<file path="config.mk">
export PLATFORM = sky130hd
export DESIGN_NAME = mr_wb_arbiter_n
export DESIGN_NICKNAME = d
export VERILOG_FILES = /design/src/rtl/mr_wb_arbiter_n.sv
export SDC_FILE = /design/constraint.sdc
export NUM_CORES = 1
export LEC_CHECK = 0
export ABC_AREA = 1
export CAP_MARGIN = 40
export CORE_AREA = 2 2 113 115
export DETAILED_ROUTE_END_ITERATION = 6
export DIE_AREA = 0 0 115 117
export SYNTH_ARGS = -nofsm -noshare
export SYNTH_HDL_FRONTEND = slang
export SYNTH_SLANG_ARGS = --single-unit
</file>
<file path="constraint.sdc">
create_clock -name clk -period 1.8 [get_ports clk]
set_input_delay 0.36 -clock clk [delete_from_list [all_inputs] [get_ports clk]]
set_output_delay 0.36 -clock clk [all_outputs]
set_load 0.005 [all_outputs]
</file>
<file path="src/rtl/mr_wb_arbiter_n.sv">
// N-master to 1-slave pipelined Wishbone arbiter with round-robin or fixed priority,
// outstanding-strobe tracking with ack/err steering, and an optional bus-timeout watchdog.
module mr_wb_arbiter_n #(
    parameter int NMASTERS        = 2,
    parameter int AW              = 32,
    parameter int DW              = 32,
    parameter int ARB_MODE        = 0,
    parameter int MAX_OUTSTANDING = 4,
    parameter int TIMEOUT         = 0
) (
    input  logic                     clk,
    input  logic                     rst,
    input  logic [NMASTERS-1:0]      m_cyc_i,
    input  logic [NMASTERS-1:0]      m_stb_i,
    input  logic [NMASTERS-1:0]      m_we_i,
    input  logic [NMASTERS*AW-1:0]   m_adr_i,
    input  logic [NMASTERS*DW-1:0]   m_dat_i,
    input  logic [NMASTERS*DW/8-1:0] m_sel_i,
    output logic [NMASTERS-1:0]      m_ack_o,
    output logic [NMASTERS-1:0]      m_err_o,
    output logic [NMASTERS-1:0]      m_stall_o,
    output logic [DW-1:0]            m_dat_o,
    output logic                     s_cyc_o,
    output logic                     s_stb_o,
    output logic                     s_we_o,
    output logic [AW-1:0]            s_adr_o,
    output logic [DW-1:0]            s_dat_o,
    output logic [DW/8-1:0]          s_sel_o,
    input  logic [DW-1:0]            s_dat_i,
    input  logic                     s_ack_i,
    input  logic                     s_err_i,
    input  logic                     s_stall_i,
    output logic [NMASTERS-1:0]      grant_o,
    output logic                     timeout_o
);
    localparam int SW = DW / 8;
    localparam int IW = (NMASTERS > 1) ? $clog2(NMASTERS) : 1;
    localparam int OW = $clog2(MAX_OUTSTANDING + 1);
    localparam int WW = (TIMEOUT > 1) ? $clog2(TIMEOUT) : 1;
    localparam logic [OW-1:0] OUT_MAX = OW'(MAX_OUTSTANDING);
    localparam logic [WW-1:0] WD_LAST = WW'((TIMEOUT > 0) ? TIMEOUT - 1 : 0);

    typedef enum logic {S_IDLE, S_OWNED} state_t;

    state_t        state_q, state_d;
    logic [IW-1:0] owner_q, owner_d;
    logic [IW-1:0] last_q, last_d;
    logic [OW-1:0] out_q, out_d;
    logic [WW-1:0] wdog_q, wdog_d;

    logic [IW-1:0] winner, hi_win, lo_win;
    logic          hi_found;
    logic          own_cyc, own_stb, own_we;
    logic [AW-1:0] own_adr;
    logic [DW-1:0] own_dat;
    logic [SW-1:0] own_sel;
    logic          stb_v, rsp_ok, ack_v, err_v, expire;

    // Round-robin: lowest requester above last_owner, else wrap to lowest overall.
    always_comb begin
        hi_win   = '0;
        lo_win   = '0;
        hi_found = 1'b0;
        for (int i = NMASTERS - 1; i >= 0; i--) begin
            if (m_cyc_i[i]) begin
                if (ARB_MODE == 0 && IW'(i) > last_q) begin
                    hi_win   = IW'(i);
                    hi_found = 1'b1;
                end else begin
                    lo_win = IW'(i);
                end
            end
        end
        winner = hi_found ? hi_win : lo_win;
    end

    always_comb begin
        own_cyc = 1'b0;
        own_stb = 1'b0;
        own_we  = 1'b0;
        own_adr = '0;
        own_dat = '0;
        own_sel = '0;
        for (int i = 0; i < NMASTERS; i++) begin
            if (owner_q == IW'(i)) begin
                own_cyc = m_cyc_i[i];
                own_stb = m_stb_i[i];
                own_we  = m_we_i[i];
                own_adr = m_adr_i[i*AW +: AW];
                own_dat = m_dat_i[i*DW +: DW];
                own_sel = m_sel_i[i*SW +: SW];
            end
        end
    end

    assign m_dat_o = s_dat_i;

    always_comb begin
        state_d   = state_q;
        owner_d   = owner_q;
        last_d    = last_q;
        out_d     = out_q;
        wdog_d    = '0;
        s_cyc_o   = 1'b0;
        s_stb_o   = 1'b0;
        s_we_o    = 1'b0;
        s_adr_o   = '0;
        s_dat_o   = '0;
        s_sel_o   = '0;
        m_ack_o   = '0;
        m_err_o   = '0;
        m_stall_o = '1;
        grant_o   = '0;
        timeout_o = 1'b0;
        stb_v     = 1'b0;
        rsp_ok    = 1'b0;
        ack_v     = 1'b0;
        err_v     = 1'b0;
        expire    = 1'b0;

        case (state_q)
            S_IDLE: begin
                out_d = '0;
                if (|m_cyc_i) begin
                    state_d = S_OWNED;
                    owner_d = winner;
                end
            end
            S_OWNED: begin
                stb_v  = own_stb & (out_q < OUT_MAX);
                rsp_ok = own_cyc & (out_q != '0);
                ack_v  = s_ack_i & rsp_ok;
                err_v  = s_err_i & rsp_ok;
                expire = (TIMEOUT > 0) && rsp_ok && !(ack_v || err_v) && (wdog_q == WD_LAST);

                s_cyc_o   = own_cyc;
                s_stb_o   = stb_v;
                s_we_o    = own_we;
                s_adr_o   = own_adr;
                s_dat_o   = own_dat;
                s_sel_o   = own_sel;
                timeout_o = expire;
                for (int i = 0; i < NMASTERS; i++) begin
                    if (owner_q == IW'(i)) begin
                        grant_o[i]   = 1'b1;
                        m_stall_o[i] = s_stall_i | (out_q == OUT_MAX);
                        m_ack_o[i]   = ack_v;
                        m_err_o[i]   = err_v | expire;
                    end
                end

                case ({stb_v & ~s_stall_i, ack_v | err_v})
                    2'b10:   out_d = out_q + OW'(1);
                    2'b01:   out_d = out_q - OW'(1);
                    default: out_d = out_q;
                endcase

                if (TIMEOUT > 0 && rsp_ok && !(ack_v || err_v))
                    wdog_d = wdog_q + WW'(1);

                if (!own_cyc || expire) begin
                    state_d = S_IDLE;
                    out_d   = '0;
                    wdog_d  = '0;
                    last_d  = owner_q;
                end
            end
            default: state_d = S_IDLE;
        endcase
    end

    always_ff @(posedge clk or posedge rst) begin
        if (rst) begin
            state_q <= S_IDLE;
            owner_q <= '0;
            last_q  <= IW'(NMASTERS - 1);
            out_q   <= '0;
            wdog_q  <= '0;
        end else begin
            state_q <= state_d;
            owner_q <= owner_d;
            last_q  <= last_d;
            out_q   <= out_d;
            wdog_q  <= wdog_d;
        end
    end

endmodule

</file>
==> qor.csv <==
stage;metric;value;unit
timing;fin_skew;8.49;ps
synthesis;synthFlopType;dfrtp_1;
layout;num-nets-final;625;
drt;vias_per_cell;4.22;
worst_hold_path;hp-class;input port to async pin;
drt;first_pass_iters;4;
critical_path;crit_type;register to primary output;
critical_path;cp_top_family;buffers and inverters;
drt;drc;0;
run;drv_cap;0;
grt;antenna_found_initial;0;
critical_path;path_cells;buf_6, nor2_4, buf_12, buf_12, buf_16, buf_6, a22o_1, buf_2;
timing;setup_viol_count_final;75;
synthesis;synth_edf_count;0;
synthesis;ys_types;22;
cts;clock_latency;240;ps
grt;grt_pass1_wl;15.4;mm
timing;maxSlewViolCount;0;
critical_path;slowest_stage;dfrtp_2;
synthesis;avgSynthCellArea;7.76;um2
synthesis;synth_nets;366;
synthesis;ys_ff_latch;6;
synthesis;synthArstFlopShare;1.00;
critical_path;cpPeakStageDelay;420;ps
timing;finalSetupTns;-8830;ps
floorplanning;die_h;117;um
layout;drive_gt1_frac;0.424;
floorplanning;num_io_pins;291;
drt;drtIter0Drc;82;
cts;clockBufferDepth;2;
grt;globalRouteTotalUtil;0.155;
critical_path;worstReg2RegStart;owner_q;
drt;postRouteAntennaNets;0;
cts;cts-root-buf;clkbuf_16;
synthesis;synth_cells;185;
place;dp.cells;532;
synthesis;synth_warnings;0;
layout;n_antenna_cell;0;
grt;first_global_vias;2603;
outcome;status;finished with violations;
cts;cts_inserted_buffers;3;
timing;rsz0062_at_grt;true;
critical_path;startpoint_type;register;
critical_path;r2r_end;out_q[2];
place;dpl.hpwl;7.13;mm
timing;layout_worst_path_cycle_share;1.11;
critical_path;cp_max_fo;5;
synthesis;ys_seq_area_frac;0.105;
critical_path;critical_path_arrival;1640;ps
timing;hold_viol;0;
place;io_buffers;225;
critical_path;critPathRequiredTime;1440;ps
floorplanning;die_area;13500;um2
cts;cts_tree;yes;
critical_path;cp-end-kind;primary output;
critical_path;reg2reg_depth;14;
outcome;violations;negative setup slack;
pwr;ir_drop;737;uV
timing;max_clock_freq;501;MHz
layout;fin_util;0.364;
pwr;powerDensity;1670;nW/um2
critical_path;crit_buf_inv;6;
place;place.gp.congestion;0.824;
floorplanning;dieWidth;115;um
pwr;leakage;2.09;nW
timing;holdWs;353;ps
grt;overflow;0;
floorplanning;core;12300;um2
grt;grt_max_degree;11;
timing;period_needed;2000;ps
floorplanning;rows;41;
cts;clk_pin_slew;40;ps
drt;wl_per_cell;19.4;um
layout;area_growth;212;%
cts;cts_sinks;6;
floorplanning;start_util;0.117;
cts;cts.htree.levels;1;
critical_path;r2r_slack;-190;ps
timing;worst_slack;-197;ps
drt;wl;11.5;mm
place;pre_cts_ws;-490;ps
drt;vias;2504;
synthesis;netlist_area;1440;um2
layout;final_cells;593;
## how the worst max path moves through the flow
stage	start	to	slack [ps]	cells after the start
5_1_grt	out_q[2]	out_q[2]	-300	12
4_1_cts	owner_q	s_adr_o[22]	-220	7
3_5_place_dp	m_cyc_i[1]	out_q[2]	-490	14
6_report	owner_q	s_adr_o[6]	-200	8
3_3_place_gp	m_stb_i[0]	out_q[2]	-430	13
2_1_floorplan	owner_q	out_q[2]	4	12
## timing repair
item / in CTS / in global routing
hold buffers: 0 / 0
gates resized for setup: 354 / 39
buffers inserted: 36 / 10
pin swaps: 55 / 17
gates cloned: 16 / 2
endpoints found under the setup margin: 81 / 80
## area by class of cell
type | count | area [um2]
multi-input combinational | 117 | 975
clock buffer | 4 | 78.8
fill | 1279 | 7830
tap | 150 | 188
sequential | 6 | 153
timing repair buffer | 301 | 3010
inverter | 15 | 76.3
## stage by stage
stage | power (mW) | instance area (um2)
3_3_place_gp | 4.89 | 3720
5_1_grt | 7.94 | 4480
4_1_cts | 7.26 | 4380
6_report | 7.47 | 4480
2_1_floorplan | 2.33 | 1470
3_5_place_dp | 4.93 | 3720
## report_power, final
| group | total, mW | internal (mW) | switching, mW |
|---|---|---|---|
| Sequential | 0.261 | 0.208 | 0.0524 |
| Combinational | 6.81 | 4.06 | 2.75 |
| Clock | 0.397 | 0.296 | 0.100 |
| Total | 7.47 | 4.56 | 2.91 |
## registers in the layout (all words and copies together), names as in the netlist
name     flops
last_q       1
out_q        3
owner_q      1
state_q      1
## layer usage
metal / GRT usage / share of wire / vias to the layer above
met2: 0.267 / 0.46 / 149
li1: - / - / 1175
met5: 0 / 0 / -
met4: 0.0353 / 0.021 / 0
met1: 0.191 / 0.41 / 1161
met3: 0.0479 / 0.11 / 19
## cells by family (layout without fill, tap and decap cells)
family / after synthesis / count (layout) / share of synthesized area
flip-flops: 6 / 6 / 0.105
adder cells (fa/ha/maj): 2 / 2 / 0.0227
AO/OA/AOI/OAI: 77 / 77 / 0.450
AND/OR/NAND/NOR: 37 / 37 / 0.116
other: 1 / 1 / 0.00261
buffers and inverters: 62 / 320 / 0.303
## Yosys cell counts, types with 3 or more instances
library cell	instances	share of area
a21oi_1	3	0.010
a22o_1	69	0.42
buf_4	40	0.21
buf_6	7	0.055
dfrtp_1	5	0.087
inv_1	12	0.031
inv_2	3	0.0078
nand2_1	15	0.039
nand3_1	8	0.028
nor2_1	9	0.024
o21ai_0	3	0.010
## placed cells by master (no fill, tap or decap), types with 2 or more instances in the layout
master           instances
o21ai_0                  2
buf_16                  14
buf_12                  11
nand3_4                  2
clkdlybuf4s50_1        143
a21oi_1                  2
clkbuf_16                5
a22o_1                  68
nand2_2                  5
buf_2                   66
dlygate4sd2_1            5
inv_2                    3
dfrtp_1                  4
nor2_1                   6
nand3_1                  2
nand3_2                  4
buf_8                    4
nand2_4                  2
buf_4                   28
o21ai_1                  2
buf_6                   22
nand2_1                  8
inv_1                    9
nor2_2                   3
clkbuf_2                 6
(Power assumes the default switching activity.)
